[config.mk]
export PLATFORM = sky130hd
export DESIGN_NAME = ram_port_arbiter
export DESIGN_NICKNAME = d
export VERILOG_FILES = /design/src/rtl/rv_mem_pkg.sv /design/src/rtl/rr_arb2.sv /design/src/rtl/ram_port_arbiter.sv
export SDC_FILE = /design/constraint.sdc
export NUM_CORES = 1
export LEC_CHECK = 0
export CAP_MARGIN = 20
export CORE_AREA = 2 2 118 120
export DETAILED_ROUTE_END_ITERATION = 10
export DIE_AREA = 0 0 120 122
export PLACE_DENSITY = 0.69
export SLEW_MARGIN = 40
export SYNTH_ARGS = -nofsm -noshare
export SYNTH_HDL_FRONTEND = slang
export SYNTH_SLANG_ARGS = --single-unit
export TNS_END_PERCENT = 5
[constraint.sdc]
create_clock -name clk -period 3.37 [get_ports clk]
set_input_delay 0.674 -clock clk [delete_from_list [all_inputs] [get_ports clk]]
set_output_delay 0.674 -clock clk [all_outputs]
set_load 0.005 [all_outputs]
[src/rtl/rv_mem_pkg.sv]
// Shared constants and request record for the program/data RAM port arbiter.
package rv_mem_pkg;

    localparam int unsigned MEM_DEPTH = 2048;
    localparam int unsigned ADDR_W    = 16;
    localparam int unsigned M_IFETCH  = 0;
    localparam int unsigned M_LSU     = 1;

    typedef struct packed {
        logic        we;
        logic [31:0] addr;
        logic [31:0] wdata;
    } mem_req_t;

endpackage

[src/rtl/rr_arb2.sv]
// Two-way round-robin picker: on contention the requester equal to prio wins.
module rr_arb2 (
    input  logic [1:0] req,
    input  logic       prio,
    output logic [1:0] gnt,
    output logic       contended
);

    assign contended = req[0] & req[1];
    assign gnt[0]    = req[0] & (~req[1] | ~prio);
    assign gnt[1]    = req[1] & (~req[0] |  prio);

endmodule

[src/rtl/ram_port_arbiter.sv]
// Shares a 1W/1R registered-read RAM between instruction fetch (0) and the LSU (1);
// illegal accesses are accepted and answered with an error, never reaching the RAM.
module ram_port_arbiter
    import rv_mem_pkg::*;
#(
    parameter int unsigned MEM_DEPTH = rv_mem_pkg::MEM_DEPTH,
    parameter int unsigned ADDR_W    = rv_mem_pkg::ADDR_W
) (
    input  logic                   clk,
    input  logic                   rst_n,
    input  logic [1:0]             m_req,
    input  logic [1:0]             m_we,
    input  logic [1:0][31:0]       m_addr,
    input  logic [1:0][31:0]       m_wdata,
    output logic [1:0]             m_gnt,
    output logic [1:0]             m_rvalid,
    output logic [1:0]             m_err,
    output logic [1:0][31:0]       m_rdata,
    output logic                   ram_wen,
    output logic [ADDR_W-1:0]      ram_waddr,
    output logic [31:0]            ram_wdata,
    output logic                   ram_ren,
    output logic [ADDR_W-1:0]      ram_raddr,
    input  logic [31:0]            ram_rdata
);

    localparam logic [31:0] DEPTH_W = 32'(MEM_DEPTH);

    mem_req_t          w_req [2];
    logic [ADDR_W-1:0] w_idx [2];
    logic [1:0]        w_legal;
    logic [1:0]        w_rd_req;
    logic [1:0]        w_wr_req;
    logic [1:0]        w_rd_pick_req;
    logic [1:0]        w_wr_pick_req;
    logic [1:0]        w_rd_gnt;
    logic [1:0]        w_wr_gnt;
    logic [1:0]        w_rd_win;
    logic [1:0]        w_wr_win;
    logic [1:0]        w_gnt;
    logic              w_conflict;
    logic              w_rd_cont;
    logic              w_wr_cont;

    logic              r_prio;
    logic [1:0]        r_rsp_vld;
    logic [1:0]        r_rsp_err;
    logic [1:0]        r_rsp_rd;

    for (genvar g = 0; g < 2; g++) begin : g_dec
        assign w_req[g]    = '{we: m_we[g], addr: m_addr[g], wdata: m_wdata[g]};
        assign w_idx[g]    = w_req[g].addr[ADDR_W+1:2];
        assign w_legal[g]  = (w_req[g].addr[1:0] == 2'b00) &&
                             ({2'b00, w_req[g].addr[31:2]} < DEPTH_W);
        assign w_rd_req[g] = m_req[g] & w_legal[g] & ~w_req[g].we;
        assign w_wr_req[g] = m_req[g] & w_legal[g] &  w_req[g].we;
        assign m_rdata[g]  = (r_rsp_vld[g] & r_rsp_rd[g] & ~r_rsp_err[g]) ? ram_rdata : 32'h0;
    end

    // A read and a write to the same word from different masters must not share a cycle:
    // present the pair to both pickers so they resolve it like ordinary contention.
    assign w_conflict    = ((w_rd_req[0] & w_wr_req[1]) | (w_rd_req[1] & w_wr_req[0])) &
                           (w_idx[0] == w_idx[1]);
    assign w_rd_pick_req = w_rd_req | (w_conflict ? w_wr_req : 2'b00);
    assign w_wr_pick_req = w_wr_req | (w_conflict ? w_rd_req : 2'b00);

    rr_arb2 u_rd_arb (
        .req       (w_rd_pick_req),
        .prio      (r_prio),
        .gnt       (w_rd_gnt),
        .contended (w_rd_cont)
    );

    rr_arb2 u_wr_arb (
        .req       (w_wr_pick_req),
        .prio      (r_prio),
        .gnt       (w_wr_gnt),
        .contended (w_wr_cont)
    );

    assign w_rd_win = w_rd_gnt & w_rd_req;
    assign w_wr_win = w_wr_gnt & w_wr_req;
    assign w_gnt    = (w_rd_win | w_wr_win | (m_req & ~w_legal)) & {2{rst_n}};
    assign m_gnt    = w_gnt;

    assign ram_ren   = (|w_rd_win) & rst_n;
    assign ram_raddr = w_rd_win[M_LSU] ? w_idx[M_LSU] : w_idx[M_IFETCH];
    assign ram_wen   = (|w_wr_win) & rst_n;
    assign ram_waddr = w_wr_win[M_LSU] ? w_idx[M_LSU] : w_idx[M_IFETCH];
    assign ram_wdata = w_wr_win[M_LSU] ? w_req[M_LSU].wdata : w_req[M_IFETCH].wdata;

    // The winner always equals r_prio, so handing priority to the loser is a toggle.
    always_ff @(posedge clk or negedge rst_n) begin
        if (!rst_n) begin
            r_prio <= 1'b0;
        end else if (w_rd_cont | w_wr_cont) begin
            r_prio <= ~r_prio;
        end
    end

    always_ff @(posedge clk or negedge rst_n) begin
        if (!rst_n) begin
            r_rsp_vld <= 2'b00;
            r_rsp_err <= 2'b00;
            r_rsp_rd  <= 2'b00;
        end else begin
            r_rsp_vld <= w_gnt;
            r_rsp_err <= w_gnt & ~w_legal;
            r_rsp_rd  <= w_gnt & ~m_we;
        end
    end

    assign m_rvalid = r_rsp_vld & {2{rst_n}};
    assign m_err    = r_rsp_err & {2{rst_n}};

endmodule
== Word level (Yosys, flattened, before mapping) ==
Index checks and enable logic that the tools add are counted.
W data, S select, Z words.

* Register bits: 7
* Input port bits: 166
* Output and inout bits: 136
* Logic and storage cells: 70

* Order comparisons: 2
* Eq/ne operators: 1
* Multiplexer cells: 7
* Bitwise logic cells: 50
* Reduce and logical (&&, ||, !) cells: 6

{| class="wikitable"
|+ Operator list
! operator !! number
|-
| $mux W32 || 3
|-
| $lt A30 B12 Y1 const B || 2
|-
| $mux W16 || 2
|-
| $and A1 B1 Y1 || 21
|-
| $and A2 B2 Y2 || 8
|-
| $eq A16 B16 Y1 || 1
|-
| $not A1 Y1 || 9
|-
| $or A2 B2 Y2 || 4
|-
| $or A1 B1 Y1 || 6
|-
| $logic_not A2 Y1 || 2
|-
| $mux W2 || 2
|-
| $not A2 Y2 || 2
|-
| $reduce_or A2 Y1 || 2
|-
| $logic_and A1 B1 Y1 || 2
|}

== Depth between registers and ports, before layout ==
Gate-level depths: netlist of the first run.

* Depth after elaboration: 17
* Mapped depth: 8
* Gate-level depth less buffers: 5

== Hierarchy ==
A second synthesis of the first run with hierarchy kept.

* Cells, all modules: 240
* Area total of the unflattened synthesis: 1923.1 sq um

{| class="wikitable"
|+ Modules (own cells, without submodules)
! module !! times used !! cells an instance !! area each (sq um) !! seq. area each (sq um)
|-
| ram_port_arbiter || 1 || 232 || 1873.0 || 175.2
|-
| rr_arb2 || 2 || 4 || 25.0 || 0.0
|}

== Worst setup path after synthesis of the first run ==
OpenSTA, ideal clock, no wires.

* Kind: input -> output
* From: in m_addr[34] (netlist bit)
* To: out ram_wdata[16]
* Data arrival time: 2.799 ns
* Path slack: -0.103 ns
* Cell stages on the path: 8
* Path through: xor2_1 or4_1 or3b_1 buf_2 o311ai_4 buf_6 buf_6 mux2_1

* Cells in the longest elaborated chain, start to end: 14
* Elaborated cells between the ends (all ways): 17
* Those cells by class: order compare: 1; eq/ne: 1; mux: 2; bitwise: 12; reduce/logical: 1

{| class="wikitable"
|+ RTL lines
! item !! RTL line !! text
|-
| start, declared || ram_port_arbiter.sv:13 || <nowiki>input logic [1:0][31:0] m_addr,</nowiki>
|-
| $lt A30 B12 Y1 || ram_port_arbiter.sv:54 || <nowiki>({2'b00, w_req[g].addr[31:2]} < DEPTH_W);</nowiki>
|-
| $logic_and A1 B1 Y1 || ram_port_arbiter.sv:53 || <nowiki>assign w_legal[g] = (w_req[g].addr[1:0] == 2'b00) &&</nowiki>
|-
| $and A1 B1 Y1 || ram_port_arbiter.sv:55, ram_port_arbiter.sv:56 ||
|-
| $and A1 B1 Y1 (on tied branches) || ram_port_arbiter.sv:56, ram_port_arbiter.sv:55 ||
|-
| $and A1 B1 Y1 || ram_port_arbiter.sv:62 || <nowiki>assign w_conflict = ((w_rd_req[0] & w_wr_req[1]) | (w_rd_req[1] & w_wr_req[0])) &</nowiki>
|-
| $or A1 B1 Y1 || ram_port_arbiter.sv:62 ||
|-
| $and A1 B1 Y1 || ram_port_arbiter.sv:62 ||
|-
| $mux W2 || ram_port_arbiter.sv:65 || <nowiki>assign w_wr_pick_req = w_wr_req | (w_conflict ? w_rd_req : 2'b00);</nowiki>
|-
| $or A2 B2 Y2 || ram_port_arbiter.sv:65 ||
|-
| $not A1 Y1 || rr_arb2.sv:11 || <nowiki>assign gnt[1] = req[1] & (~req[0] | prio);</nowiki>
|-
| $or A1 B1 Y1 || rr_arb2.sv:11 ||
|-
| $and A1 B1 Y1 || rr_arb2.sv:11 ||
|-
| $and A2 B2 Y2 (*) || ram_port_arbiter.sv:82 || <nowiki>assign w_wr_win = w_wr_gnt & w_wr_req;</nowiki>
|-
| $mux W32 (*) || ram_port_arbiter.sv:90 || <nowiki>assign ram_wdata = w_wr_win[M_LSU] ? w_req[M_LSU].wdata : w_req[M_IFETCH].wdata;</nowiki>
|-
| end, declared || ram_port_arbiter.sv:21 || <nowiki>output logic [31:0] ram_wdata,</nowiki>
|}

Mark *: on every way between the ends. The rest lies on a longest branch, timed or not.

== Worst setup path after layout of the first run ==
* From: in m_addr[36] (netlist bit)
* To: out ram_wdata[13]

Same word-level chain as after synthesis.

==> impl_results.md, run 1 <==
* Initial DRC Count at 56
* Syn Area/Cell at 7.946 µm²
* Slew margin rel. at between 70% and 80%
* Finished Layout Cells at approximately 810
* Prevailing post-synth register cell: dfrtp_1
* M1 GR Usage at about 16%
* Period utilisation layout at 110.8%
* Sw Pwr at a little under 0.0002 W
* CTS sink count at 7
* Synthesis-stage register bit count at 7
* Sw Ratio at between 20% and 30%
* Hpwl dp at about 10,000 µm
* Hold Path Class: reg -> reg
* Routed vias/inst at between 4 and 5
* M3 GR Usage at ~3.7%
* Die Footprint at 14,640 µm²
* CTS tree: done
* Core Area at 13,500 µm²
* H-tree level count at 1
* DP Area at ~5700 µm²
* Antenna violations before repair at 0
* Layout cells sized above 1 at 40.13%
* Total CTS buffers at 3
* Netlist cell types at 32
* Internal Pwr Total at 0.0005864 W
* Sequential fraction of the synthesis area at between 8 and 9%
* Max clock buf depth at 2
* Largest net degree at the start of global routing at 33
* Startpoint types: input port
* RSZ-0062 raised after global routing: true
* Comb power frac at between 60% and 70%
* # nets final at 800
* Post-DR wirelength/cell at 15.56 µm
* Post-synth EDFFs at 0
* # setup viols final at 65
* DRC Markers at 0
* Routed WL at between 10,000 and 15,000 µm
* Synth Instances at 254
* Final setup skew at around 0.0008 ns
* Endpoints failing hold at 0
* # rows at between 40 and 50
* Routability cong. at 0.8512
* M2 GR Usage at about a third
* Failing checks: setup timing
* N_diodes at 0
* YS warnings at 0
* Initial core utilization at around 15%
* Crit path required time at 2.70 ns
* Pwr Density at approximately 120 nW/µm²
* GRT Overall Usage at 15.79%
* Max-slew violations at 0
* First-pass GRT wire length at approximately 18,000 µm
* Total Power Consumption at 0.0007834 W
* Critical path arrival at between 3 and 4 ns
* PnR worst setup slack at -0.3641 ns
* Vias post-DR at approximately 3,400
* Worst-Margin Slew at 0.3205 ns
* Fin area at about 6500 µm²
* Die H at 122 µm
* Port Buffer Count at about 300
* Clock Power Share at ~26%
* Result of the run: finished, violations left
* Ports at between 300 and 400
* Crit Path Max Fanout at 6
* Congestion Overflow GR at 0
* Peak supply drop at between 0.1 and 0.15 mV
* Final ANT Viol Nets at 0
* Fraction of registers with async set/reset at between 90% and 100%
* Cell Area, Synth at between 2000 and 2500 µm²
* Placed cells at 782
* Max cap viols at 0
* Pre-antenna DRT Iters at 4
* Final Critical Period at roughly 3.7 ns
* Hold Buf Count CTS at 0
* Chip width at approximately 120 µm
* Static leakage at approximately 3.0 nW
* Clk pin slew, worst setup/hold paths at 0.04 ns
* Clk_lat worst skew at 0.23 ns
* F_max at roughly 0.27 GHz
* Area grow syn2layout at 219.8%
* Layer with the highest usage: met2
* Reg power frac at between 10% and 20%
* Setup crit end kind: output port
* Clock tree root buffer cell: clkbuf_16
* Worst setup path class: in -> out
* Number of global-route vias before repair at 3,572
* Synthesized Nets at 420
critical path: stages:
cell,delay [ns]
clkdlybuf4s50_1,0.61
xnor2_2,0.16
or3b_4,0.43
o311ai_4,0.28
buf_6,0.16
buf_6,0.11
buf_12,0.10
buf_16,0.11
mux2_4,0.31
buf_6,0.12
cells in the final DEF (no fill, tap or decap), types with 4 or more instances in the layout:
master / instances
xnor2_2: 11
nand2_1: 6
buf_8: 4
clkdlybuf4s50_1: 187
nand3_1: 5
buf_12: 5
nor2_1: 13
buf_6: 49
mux2_2: 4
mux2_4: 48
buf_16: 5
buf_4: 65
dfrtp_1: 7
buf_2: 19
dlymetal6s2s_1: 17
nor4_2: 6
clkbuf_2: 12
nand4_1: 7
inv_1: 5
and2_1: 75
clkdlybuf4s15_1: 8
nor3_1: 4
dlygate4sd2_1: 18
per-layer routing:
| layer | wire length [µm] | part of all wire (%) |
|---|---|---|
| met1 | 4280 | 34 |
| met2 | 7048 | 56 |
| met3 | 1099 | 8.7 |
| met4 | 221 | 1.7 |
| met5 | 0 | 0 |
repair_timing:
action,4_1_cts,5_1_grt
pin swaps,28,22
endpoints found under the setup margin,68,68
resized for setup,392,75
buffers inserted,20,2
gates cloned,7,0
final cells by class:
class	instances	area, µm²
sequential	7	175.2
tap	180	225.2
fill	1243	7049
multi-input combinational	227	2131
inverter	5	18.77
clock buffer	4	78.83
timing repair buffer	390	3826
per-stage QoR:
step	utilization, %	hold WS, ns	setup TNS, ns	setup WS (ns)
detailed placement	42.13	0.6810	-64.37	-1.053
CTS	46.85	0.6971	-22.23	-0.4177
finish	47.80	0.6964	-16.58	-0.3641
global placement	42.13	0.6826	-62.23	-1.003
floorplan	-	0.3784	0	0.001192
global route	47.80	0.7312	-19.80	-0.4121
Yosys cell counts, drive strengths merged, types with 2 or more instances:
master,instances,area (µm²)
buf,7,65.05
o311ai,2,52.55
nor4,10,62.56
nand4,7,43.79
xnor2,12,105.1
o21ai,4,20.02
mux2,54,608.1
nor2,14,52.55
a21oi,3,15.01
clkbuf,8,30.03
xor2,6,52.55
or3,3,18.77
dfrtp,7,175.2
and2,78,488.0
nand3,5,25.02
or4,4,30.03
inv,5,18.77
nand2,7,26.28
a211oi,2,15.01
nor3,7,35.03
path summary, 6_finish.rpt:
kind                                     from                     end  slack [ns]  cells after the start
min in group asynchronous               rst_n   r_rsp_rd[0]$_DFF_PN0_        0.89                      2
setup reg to reg           r_prio$_DFFE_PN0P_      r_prio$_DFFE_PN0P_        1.98                      3
hold reg to reg            r_prio$_DFFE_PN0P_      r_prio$_DFFE_PN0P_        0.70                      3
setup / recovery                   m_addr[36]           ram_wdata[13]       -0.36                     10
hold / removal             r_prio$_DFFE_PN0P_      r_prio$_DFFE_PN0P_        0.70                      3
max in group asynchronous               rst_n  r_rsp_vld[1]$_DFF_PN0_        2.35                      2
power groups by stage:
stage                     Sequential, W  Combinational [W]  Clock, W
after floorplan               0.0000899          0.0000918         0
after global placement        0.0000903           0.000466         0
after detailed placement      0.0000903           0.000468         0
after CTS                     0.0000893           0.000473  0.000205
after global routing          0.0000898           0.000524  0.000206
final                         0.0000893           0.000494  0.000200
sequential cells by signal (all words and copies together), names as in the netlist:
| name | count |
|---|---|
| r_rsp_vld | 2 |
| r_rsp_rd | 2 |
| r_prio | 1 |
| r_rsp_err | 2 |
cells by family after synthesis:
kind of cell	Yosys count	synth area share, %
buffers and inverters	20	5.641
flip-flops	7	8.680
multiplexers	55	30.63
AND/OR/NAND/NOR	137	39.68
XOR/XNOR	18	7.811
AO/OA/AOI/OAI	17	7.564
Note: power is estimated with default switching activity, not from simulation.
==> inputs of run 2 (changes only) <==
--- a/config.mk
+++ b/config.mk
@@ -7,6 +7,7 @@
 export LEC_CHECK = 0
 export CAP_MARGIN = 20
 export CORE_AREA = 2 2 118 120
+export CTS_CLUSTER_SIZE = 14
 export DETAILED_ROUTE_END_ITERATION = 10
 export DIE_AREA = 0 0 120 122
 export PLACE_DENSITY = 0.69
==> constraint.sdc (replaced) <==
create_clock -name clk -period 3.37 [get_ports clk]
set_input_delay 0.337 -clock clk [delete_from_list [all_inputs] [get_ports clk]]
set_output_delay 0.337 -clock clk [all_outputs]
set_load 0.005 [all_outputs]
==> impl_results.md, run 2 (same netlist as run 1, synthesis figures left out) <==
* Routed vias/inst at around 4.2
* # rows at 43
* Pre-antenna DRT Iters at 4
* CTS sink count at 7
* Routability cong. at between 0.8 and 0.9
* Hold slack at roughly 0.46 ns
* Congestion Overflow GR at 0
* Crit-path cells: dlygate4sd2_1 > xor2_1 > or4_1 > or3b_4 > o311ai_4 > buf_6 > buf_6 > mux2_1 > clkdlybuf4s50_1
* CP max stage cell: or4_1
* Initial core utilization at approximately 15%
* Hpwl dp at 10,070 µm
* Antenna violations before repair at 0
* # setup viols final at 13
* Pwr Density at between 100 and 150 nW/µm²
* F_max at between 0.2 and 0.3 GHz
* Number of global-route vias before repair at roughly 3,500
* Most common cell after layout, fill and taps aside: clkdlybuf4s50_1
* Most frequent cells in the layout: clkdlybuf4s50_1, and2_1, buf_4
* Max-slew violations at 0
* DRC Markers at 0
* Hold Path Class: in -> async
* Clk pin slew, worst setup/hold paths at around 0.030 ns
* Max clock buf depth at 2
* Regs by FF count: r_rsp_err: 2 flops, r_rsp_rd: 2 flops, r_rsp_vld: 2 flops
* First-pass GRT wire length at roughly 18,000 µm
* Total CTS buffers at 3
* Final ANT Viol Nets at 0
* Final setup skew at ~0.00068 ns
* Worst setup path class: in -> out
* # nets final at approximately 770
* Largest net degree at the start of global routing at 33
* N_diodes at 0
* RSZ-0062 raised after global routing: true
* Failing checks: setup timing
* Reg-to-reg slack, setup at 2.04 ns
* CTS tree: done
* Peak supply drop at approximately 0.1 mV
* Reg-to-Reg End: r_prio$_DFFE_PN0P_
* Static leakage at between 2 and 2.5 nW
* Slew margin rel. at 64.35%
* Fill count at between 1,000 and 1,500
* Initial DRC Count at 35
* Vias post-DR at about 3,300
* Clock tree root buffer cell: clkbuf_16
* Worst r2r path cells at 2
* Area grow syn2layout at 189.7%
* PnR worst setup slack at -0.05354 ns
* Total Power Consumption at about 0.00071 W
* GRT Overall Usage at 15.67%
* Core Area at between 10,000 and 15,000 µm²
* Die Footprint at 14,640 µm²
* H-tree level count at 1
* Critical path arrival at 3.09 ns
* Routed WL at approximately 12,000 µm
* Max cap viols at 0
* Chip width at about 120 µm
* Cell repeated most along the worst path: buf_6
* Startpoint types: input port
* Max stage delay on crit path at 0.51 ns
* Finished Layout Cells at slightly below 800
* Ports at just over 300
* Worst-Margin Slew at about 0.53 ns
* Placed cells at approximately 760
* Endpoints failing hold at 0
* Port Buffer Count at roughly 300
* Layout cells sized above 1 at between 20% and 30%
* Die H at between 100 and 150 µm
* Final Critical Period at roughly 3.4 ns
* Multi-input gate area at 1857 µm²
* Register area at 175.2 µm²
* Result of the run: finished, violations left
* Post-DR wirelength/cell at 15.53 µm
* Total negative setup slack at -0.2304 ns
* Period utilisation layout at 101.6%
* Crit Path Max Fanout at 9
* Hold Buf Count CTS at 0
* R2R Path Start: r_prio$_DFFE_PN0P_
* Crit path required time at a little over 3 ns
* Clk_lat worst skew at approximately 0.23 ns
* Setup crit end kind: output port
==> run 2: cell types whose count changed in the layout (fill, tap and decap cells not counted), sizes merged <==
cell,previous run,this run
dlygate4sd2,18,33
dlymetal6s2s,17,5
clkdlybuf4s50,187,228
clkbuf,16,20
clkdlybuf4s15,9,11
buf,147,65
bufbuf,0,1
==> run 2: critical path: cells and delay by family <==
family | cells | cell delay [ns]
buffers and inverters | 4 | 0.98
AO/OA/AOI/OAI | 1 | 0.34
AND/OR/NAND/NOR | 2 | 0.93
multiplexers | 1 | 0.32
XOR/XNOR | 1 | 0.15
==> run 2: per-layer routing <==
metal,vias up,track usage [%],wire (µm)
li1,1589,-,-
met1,1467,15.93,4119
met2,201,33.35,7042
met3,2,3.043,958
met4,0,1.544,24
met5,-,0,0
==> run 2: timing repair <==
action,in CTS,in global routing
buffers inserted,13,1
endpoints found under the setup margin,66,57
gates cloned,5,0
pin swaps,10,7
resized for setup,127,49
==> run 2: through the flow <==
step / utilization [%] / instance area (µm²) / setup WS, ns
2_1_floorplan: - / 2018 / 0.5713
3_3_place_gp: 40.57 / 5479 / -0.5169
3_5_place_dp: 40.57 / 5479 / -0.5280
4_1_cts: 43.47 / 5871 / -0.04358
5_1_grt: 43.30 / 5847 / -0.1314
6_report: 43.30 / 5847 / -0.05354
==> run 2: worst max-delay path by stage <==
stage	from	to	slack [ns]	cells past startpoint
global placement	m_addr[11]	ram_wdata[21]	-0.52	8
detailed placement	m_addr[11]	ram_wdata[21]	-0.53	8
CTS	m_addr[25]	ram_waddr[0]	-0.04	10
global route	m_addr[34]	ram_wdata[29]	-0.13	9
floorplan	m_addr[34]	ram_wdata[16]	0.57	8
finish	m_addr[34]	ram_wdata[29]	-0.05	9
==> run 2: layout make-up <==
class,instances,share of cell area (%)
Multi-Input combinational cell,227,31.76
Clock buffer,4,1.348
Sequential cell,7,2.996
Inverter,5,0.3210
Timing Repair Buffer,359,59.73
Tap cell,180,3.852
==> run 2: report_power, final <==
group,internal [W],switching (W)
logic,0.000296,0.000130
clock network,0.000157,0.0000421
registers,0.0000879,0.00000142
total,0.000541,0.000173
